[src/rtl/jesd204b_tx_ctrl_if.sv]
// ---------------------------------------------------------------------------
// jesd204b_tx_ctrl_if
// Frame-wide bus between the transport layer, the JESD204B link controller
// and the lane serialisers.
//   tpl_data   : transport-layer frame, lane i in [i*8*OCTETS +: 8*OCTETS],
//                octet 0 in the most significant byte of each lane
//   tpl_ready  : controller is consuming tpl_data this cycle
//   tx_data    : lane octets towards the PHY, same packing as tpl_data
//   tx_charisk : control-character flags, lane i in [i*OCTETS +: OCTETS],
//                octet 0 at the MSB of each lane
// Modports: master = link controller, slave = transport layer / PHY side.
// ---------------------------------------------------------------------------
interface jesd204b_tx_ctrl_if #(
    parameter int LANES  = 4,
    parameter int OCTETS = 4
);
    logic [LANES*8*OCTETS-1:0] tpl_data;
    logic                      tpl_ready;
    logic [LANES*8*OCTETS-1:0] tx_data;
    logic [LANES*OCTETS-1:0]   tx_charisk;

    modport master (
        input  tpl_data,
        output tpl_ready,
        output tx_data,
        output tx_charisk
    );

    modport slave (
        output tpl_data,
        input  tpl_ready,
        input  tx_data,
        input  tx_charisk
    );
endinterface

[src/rtl/jesd204b_tx_ctrl.sv]
// ---------------------------------------------------------------------------
// jesd204b_tx_ctrl
// JESD204B transmit link-layer controller. Sequences the link through code
// group synchronisation (CGS), the initial lane alignment sequence (ILAS)
// and user data, driven by the receiver's SYNC~ request. One frame is
// produced per clock cycle.
// Ports:
//   clk        : frame clock
//   rst_n      : asynchronous active-low reset
//   sync_n     : SYNC~ from the receiver (asynchronous, low = resync)
//   bus        : tpl_data in, tpl_ready / tx_data / tx_charisk out
//   link_state : 0 = CGS, 1 = ILAS, 2 = DATA (direct view of state register)
//   lmfc       : one-cycle pulse marking frame 0 of each multiframe
// ---------------------------------------------------------------------------
module jesd204b_tx_ctrl #(
    parameter int LANES   = 4,
    parameter int OCTETS  = 4,
    parameter int FRAMES  = 32,
    parameter int ILAS_MF = 4
) (
    input  logic                    clk,
    input  logic                    rst_n,
    input  logic                    sync_n,
    jesd204b_tx_ctrl_if.master      bus,
    output logic [1:0]              link_state,
    output logic                    lmfc
);

    localparam int DW     = LANES * 8 * OCTETS;
    localparam int KW     = LANES * OCTETS;
    localparam int FCNT_W = (FRAMES > 1) ? $clog2(FRAMES) : 1;
    localparam int MCNT_W = 4;

    localparam logic [FCNT_W-1:0] FLAST = FCNT_W'(FRAMES - 1);
    localparam logic [MCNT_W-1:0] MLAST = MCNT_W'(ILAS_MF - 1);

    localparam logic [7:0] K28_0 = 8'h1C;  // /R/ multiframe start
    localparam logic [7:0] K28_3 = 8'h7C;  // /A/ multiframe end
    localparam logic [7:0] K28_4 = 8'h9C;  // /Q/ config marker
    localparam logic [7:0] K28_5 = 8'hBC;  // /K/ code group sync

    typedef enum logic [1:0] {
        ST_CGS  = 2'd0,
        ST_ILAS = 2'd1,
        ST_DATA = 2'd2
    } state_t;

    state_t              state_q, state_d;
    logic                sync_meta_q, sync_meta_d;
    logic                sync_s_q, sync_s_d;
    logic                low_q, low_d;
    logic [FCNT_W-1:0]   fcnt_q, fcnt_d;
    logic [MCNT_W-1:0]   mcnt_q, mcnt_d;
    logic                lmfc_q, lmfc_d;
    logic [DW-1:0]       tx_data_q, tx_data_d;
    logic [KW-1:0]       tx_charisk_q, tx_charisk_d;
    logic                tpl_ready_q, tpl_ready_d;

    logic                resync;
    logic [8*OCTETS-1:0] ilas_lane;
    logic [OCTETS-1:0]   ilas_lane_k;
    logic [7:0]          oct;
    logic                oct_k;

    // -----------------------------------------------------------------------
    // State register and counters
    // -----------------------------------------------------------------------
    always_ff @(posedge clk or negedge rst_n) begin
        if (!rst_n) begin
            state_q      <= ST_CGS;
            sync_meta_q  <= 1'b0;
            sync_s_q     <= 1'b0;
            low_q        <= 1'b0;
            fcnt_q       <= '0;
            mcnt_q       <= '0;
            lmfc_q       <= 1'b0;
            tx_data_q    <= '0;
            tx_charisk_q <= '0;
            tpl_ready_q  <= 1'b0;
        end else begin
            state_q      <= state_d;
            sync_meta_q  <= sync_meta_d;
            sync_s_q     <= sync_s_d;
            low_q        <= low_d;
            fcnt_q       <= fcnt_d;
            mcnt_q       <= mcnt_d;
            lmfc_q       <= lmfc_d;
            tx_data_q    <= tx_data_d;
            tx_charisk_q <= tx_charisk_d;
            tpl_ready_q  <= tpl_ready_d;
        end
    end

    // -----------------------------------------------------------------------
    // Next state, counters, synchroniser
    // -----------------------------------------------------------------------
    always_comb begin
        state_d     = state_q;
        mcnt_d      = mcnt_q;
        low_d       = 1'b0;
        sync_meta_d = sync_n;
        sync_s_d    = sync_meta_q;
        fcnt_d      = (fcnt_q == FLAST) ? '0 : fcnt_q + FCNT_W'(1);
        lmfc_d      = (fcnt_q == '0);

        // Two consecutive synchronised lows drop the link; low_q remembers
        // the previous cycle so a single-cycle glitch is ignored.
        resync = (state_q != ST_CGS) && !sync_s_q && low_q;

        case (state_q)
            ST_CGS: begin
                mcnt_d = '0;
                if (sync_s_q && (fcnt_q == FLAST)) begin
                    state_d = ST_ILAS;
                end
            end
            ST_ILAS: begin
                low_d = !sync_s_q;
                if (fcnt_q == FLAST) begin
                    if (mcnt_q == MLAST) begin
                        state_d = ST_DATA;
                        mcnt_d  = '0;
                    end else begin
                        mcnt_d = mcnt_q + MCNT_W'(1);
                    end
                end
            end
            ST_DATA: begin
                low_d = !sync_s_q;
            end
            default: begin
                state_d = ST_CGS;
                mcnt_d  = '0;
            end
        endcase

        // Resync wins over the ILAS->DATA step in the same cycle.
        if (resync) begin
            state_d = ST_CGS;
            mcnt_d  = '0;
            low_d   = 1'b0;
        end
    end

    // -----------------------------------------------------------------------
    // Lane content, registered from the current state and frame position
    // -----------------------------------------------------------------------
    always_comb begin
        ilas_lane   = '0;
        ilas_lane_k = '0;
        oct         = 8'h00;
        oct_k       = 1'b0;

        // Every lane carries the same ILAS frame, so build one lane word.
        for (int o = 0; o < OCTETS; o++) begin
            oct   = 8'(int'(fcnt_q) * OCTETS + o);
            oct_k = 1'b0;
            if ((fcnt_q == '0) && (o == 0)) begin
                oct   = K28_0;
                oct_k = 1'b1;
            end else if ((fcnt_q == FLAST) && (o == OCTETS - 1)) begin
                oct   = K28_3;
                oct_k = 1'b1;
            end else if ((mcnt_q == MCNT_W'(1)) && (fcnt_q == '0) && (o == 1)) begin
                oct   = K28_4;
                oct_k = 1'b1;
            end
            ilas_lane[(OCTETS-1-o)*8 +: 8] = oct;
            ilas_lane_k[OCTETS-1-o]        = oct_k;
        end

        tx_data_d    = {KW{K28_5}};
        tx_charisk_d = '1;
        tpl_ready_d  = 1'b0;

        case (state_q)
            ST_ILAS: begin
                tx_data_d    = {LANES{ilas_lane}};
                tx_charisk_d = {LANES{ilas_lane_k}};
            end
            ST_DATA: begin
                tx_data_d    = bus.tpl_data;
                tx_charisk_d = '0;
                tpl_ready_d  = 1'b1;
            end
            default: begin
                tx_data_d    = {KW{K28_5}};
                tx_charisk_d = '1;
            end
        endcase
    end

    assign bus.tx_data    = tx_data_q;
    assign bus.tx_charisk = tx_charisk_q;
    assign bus.tpl_ready  = tpl_ready_q;
    assign link_state     = state_q;
    assign lmfc           = lmfc_q;

endmodule

[src/flat_wrapper.sv]
// flat-port wrapper written by rule: the top's interface ports become plain ports
module jesd204b_tx_ctrl_flat 
#(
    parameter int LANES   = 4,
    parameter int OCTETS  = 4,
    parameter int FRAMES  = 32,
    parameter int ILAS_MF = 4
)
  (clk, rst_n, sync_n, link_state, lmfc, bus_tpl_data, bus_tpl_ready, bus_tx_data, bus_tx_charisk);
  jesd204b_tx_ctrl_if #(.LANES(LANES), .OCTETS(OCTETS)) bus_i ();
  input  logic clk;
  input  logic rst_n;
  input  logic sync_n;
  output logic [1:0] link_state;
  output logic lmfc;
  input wire logic [$bits(bus_i.tpl_data)-1:0] bus_tpl_data;
  output wire logic [$bits(bus_i.tpl_ready)-1:0] bus_tpl_ready;
  output wire logic [$bits(bus_i.tx_data)-1:0] bus_tx_data;
  output wire logic [$bits(bus_i.tx_charisk)-1:0] bus_tx_charisk;
  assign bus_i.tpl_data = bus_tpl_data;
  assign bus_tpl_ready = bus_i.tpl_ready;
  assign bus_tx_data = bus_i.tx_data;
  assign bus_tx_charisk = bus_i.tx_charisk;
  jesd204b_tx_ctrl #(.LANES(LANES), .OCTETS(OCTETS), .FRAMES(FRAMES), .ILAS_MF(ILAS_MF)) u_core (.clk(clk), .rst_n(rst_n), .sync_n(sync_n), .bus(bus_i), .link_state(link_state), .lmfc(lmfc));
endmodule
[config.mk]
export PLATFORM = sky130hd
export DESIGN_NAME = jesd204b_tx_ctrl_flat
export DESIGN_NICKNAME = d
export VERILOG_FILES = /design/src/rtl/jesd204b_tx_ctrl_if.sv /design/src/rtl/jesd204b_tx_ctrl.sv /design/src/flat_wrapper.sv
export SDC_FILE = /design/constraint.sdc
export NUM_CORES = 1
export LEC_CHECK = 0
export CORE_ASPECT_RATIO = 1.75
export CORE_MARGIN = 3
export CORE_UTILIZATION = 40
export DETAILED_ROUTE_END_ITERATION = 8
export PLACE_DENSITY = 0.88
export SYNTH_ARGS = -nofsm -noshare
export SYNTH_HDL_FRONTEND = slang
export SYNTH_SLANG_ARGS = --single-unit
[constraint.sdc]
create_clock -name clk -period 3 [get_ports clk]
set_input_delay 0.6 -clock clk [delete_from_list [all_inputs] [get_ports clk]]
set_output_delay 0.6 -clock clk [all_outputs]
set_load 0.01 [all_outputs]
==> flow_metrics.py <==
metrics = {
    "route": {
        "dr.first_iter.drc_count": 247,
        "ant_nets": 0,
        "wirelength_um": 16600,
        "first_pass_iters": 4,
        "route.detailed.drc": 0,
        "routed_via_density": 4.89,
        "routed-via-count": 4496,
        "wl_per_cell_um": 18.1,
    },
    "yosys": {
        "synth.most_common_cell": "dfrtp_1",
        "synth_cells": 471,
        "synth.area.top_cells": "dfrtp_1 68%, nand2_1 7.1%, a21o_1 6.3%",
        "synth_cell_types": 34,
        "synth_area_um2": 5470,
        "synth_nets": 612,
        "yosys.area.top_type": "dfrtp_1",
        "yosysSeqAreaShare_pct": 67.7,
        "synth.top_cells.by_count": "148 x dfrtp_1, 104 x nand2_1, 46 x a21o_1, 36 x a21oi_1, 19 x clkbuf_1",
        "ys_async_sr_fraction_pct": 100,
        "synthFlopType": "dfrtp_1",
        "synth_top_area_share_pct": 67.7,
        "synth-seq-cells": 148,
        "synth-edff-count": 0,
        "avgSynthCellArea_um2": 11.6,
        "yosysWarnings": 0,
    },
    "worst_setup_path": {
        "crit_chain": "ha_1 > and3_2 > ha_1 > nand2b_1 > a21o_1 > o211ai_1 > mux2_2",
        "cp.buffers_inverters": 0,
        "crit_path_end_kind": "flip-flop",
        "critPathSlowestCell": "dfrtp_1",
        "path_class": "flip-flop to flip-flop",
        "worstPathArrival_ns": 2.75,
        "worst_setup_path_start_kind": "flip-flop",
        "required_ns": 3.29,
        "cp_common_cell": "ha_1",
        "path_delay_family": "simple AND/OR/NAND/NOR gates",
        "slowest_delay_ns": 0.44,
        "critPathMaxFanout": 10,
    },
    "layout": {
        "layout.nets": 876,
        "antenna_cells": 0,
        "layout-drive-gt1-share_pct": 6.02,
        "areaGrowthSynthToFinish_pct": 62.9,
        "fin_util_pct": 67.8,
        "fillCellCount": 947,
    },
    "timing": {
        "clock_skew_ns": 0.00870,
        "grt_setup_unrepaired": "no",
        "slew_headroom_pct": 62.2,
        "worst_pin_slew_ns": 0.566,
        "hold_viol": 0,
        "tns_ns": 0,
        "layout_min_cycle_time_ns": 2.46,
        "hold_ws_ns": 0.135,
        "drv_slew": 0,
        "max_freq_mhz": 407,
        "setup_viol": 0,
        "layout_worst_path_cycle_share_pct": 81.8,
    },
    "clocking": {
        "cts_resized": 0,
        "cts-root-buf": "clkbuf_16",
        "cts.sinks": 148,
        "cts_tree": "done",
        "cts_made_buffers": 17,
        "clockBufferDepth": 2,
        "h-tree-depth": 4,
        "clk_pin_slew_ns": 0.06,
        "ctsHoldBuffers": 0,
        "postCtsSetupRepairBufs": 0,
        "clk_latency_ns": 0.41,
    },
    "placement": {
        "hpwlAfterDp_um": 12700,
        "gp_congestion": 0.816,
        "portBuffers": 278,
    },
    "die": {
        "dieArea_um2": 15200,
        "coreArea_um2": 13100,
        "rows": 55,
        "fp.dieH_um": 161,
        "floorplan.initialDensity_pct": 41.6,
        "die_w_um": 94.4,
        "num_io_pins": 279,
    },
    "outcome": {
        "status": "complete, no violations",
    },
    "min_path": {
        "hp-class": "input pin to asynchronous set/reset pin",
    },
    "power_and_ir_drop": {
        "vdd_drop_max_mv": 0.467,
        "p_leak_nw": 4.02,
        "power.density_nw_per_um2": 985,
    },
    "global_route": {
        "grt_util_all_layers_pct": 22.5,
        "grt_max_degree": 63,
        "grt_pass1_wl_um": 25700,
        "gr-total-overflow": 0,
        "antenna_found_initial": 0,
        "grt_pass1_vias": 4779,
    },
    "flow_run": {
        "maxCapViolCount": 0,
    },
}
[power by group]
part           internal, mW  leakage [nW]  switching (mW)  total [mW]
clock                  1.19         0.277           0.868        2.06
sequential             2.80          1.82           0.263        3.06
combinational          2.01          1.92            1.66        3.67
total                  6.00          4.02            2.79        8.79
[metrics by stage]
step | instances | setup WS (ns) | power (mW) | cell area [um2]
6_report | 919 | 0.545 | 8.79 | 8920
5_1_grt | 919 | 0.440 | 9.27 | 8920
4_1_cts | 919 | 0.528 | 8.91 | 8920
3_5_place_dp | 887 | 0.537 | 6.81 | 8340
3_3_place_gp | 887 | 0.657 | 6.68 | 8340
2_1_floorplan | 471 | 0.789 | 4.51 | 5470
[registers in the layout (all words and copies together) (netlist names)]
register	count
u_core.bus.tpl_ready	1
u_core.bus.tx_charisk	4
u_core.bus.tx_data	128
u_core.fcnt_q	5
u_core.link_state	2
u_core.lmfc	1
u_core.low_q	1
u_core.mcnt_q	4
u_core.sync_meta_q	1
u_core.sync_s_q	1
[path summary, 6_finish.rpt]
path / start / to / slack, ns / depth (start not counted)
setup / recovery: u_core.fcnt_q[0] / u_core.link_state[0] / 0.54 / 7
hold / removal: rst_n / u_core.bus.tx_data[124] / 0.13 / 1
setup reg to reg: u_core.fcnt_q[0] / u_core.link_state[0] / 0.54 / 7
hold reg to reg: u_core.sync_meta_q / u_core.sync_s_q / 0.38 / 0
max in group asynchronous: rst_n / u_core.bus.tx_data[63] / 2.06 / 2
min in group clk: u_core.sync_meta_q / u_core.sync_s_q / 0.38 / 0
[area by class of cell]
cell class	count	area, um2	share of cell area [%]
clock inverters	13	139	1.56
multi-input cells	275	1540	17.2
flip-flops and latches	148	3700	41.5
inverters	7	26.3	0.295
clock buffers	19	443	4.97
repair buffers	286	2860	32.0
well taps	171	214	2.40
[placed cells by master, fill, tap and decap left out, types with 10 or more instances in the layout]
cell type	count
nand3_1	14
nand2_1	104
dfrtp_1	148
a21oi_1	36
nor2_1	10
and2_1	17
clkdlybuf4s50_1	277
clkbuf_16	17
a21o_1	46
[cell families (layout without fill, tap and decap cells)]
family	after synthesis	in the layout	share of synthesized area (%)
AND/OR/NAND/NOR	163	163	13.5
flip-flops	148	148	67.7
AO/OA/AOI/OAI	99	99	11.5
buffers and inverters	48	325	4.50
adder cells (fa/ha/maj)	10	10	2.29
XOR/XNOR	2	2	0.320
multiplexers	1	1	0.206
[layer usage]
metal	track usage, %	part of all wire [%]	wire length (um)	vias to the layer above
li1	-	-	-	2054
met5	0	0	0	-
met4	11.8	4.0	669	0
met1	22.6	33	5560	2169
met2	40.6	54	9020	227
met3	6.89	8.3	1380	46
(Power assumes the default switching activity.)
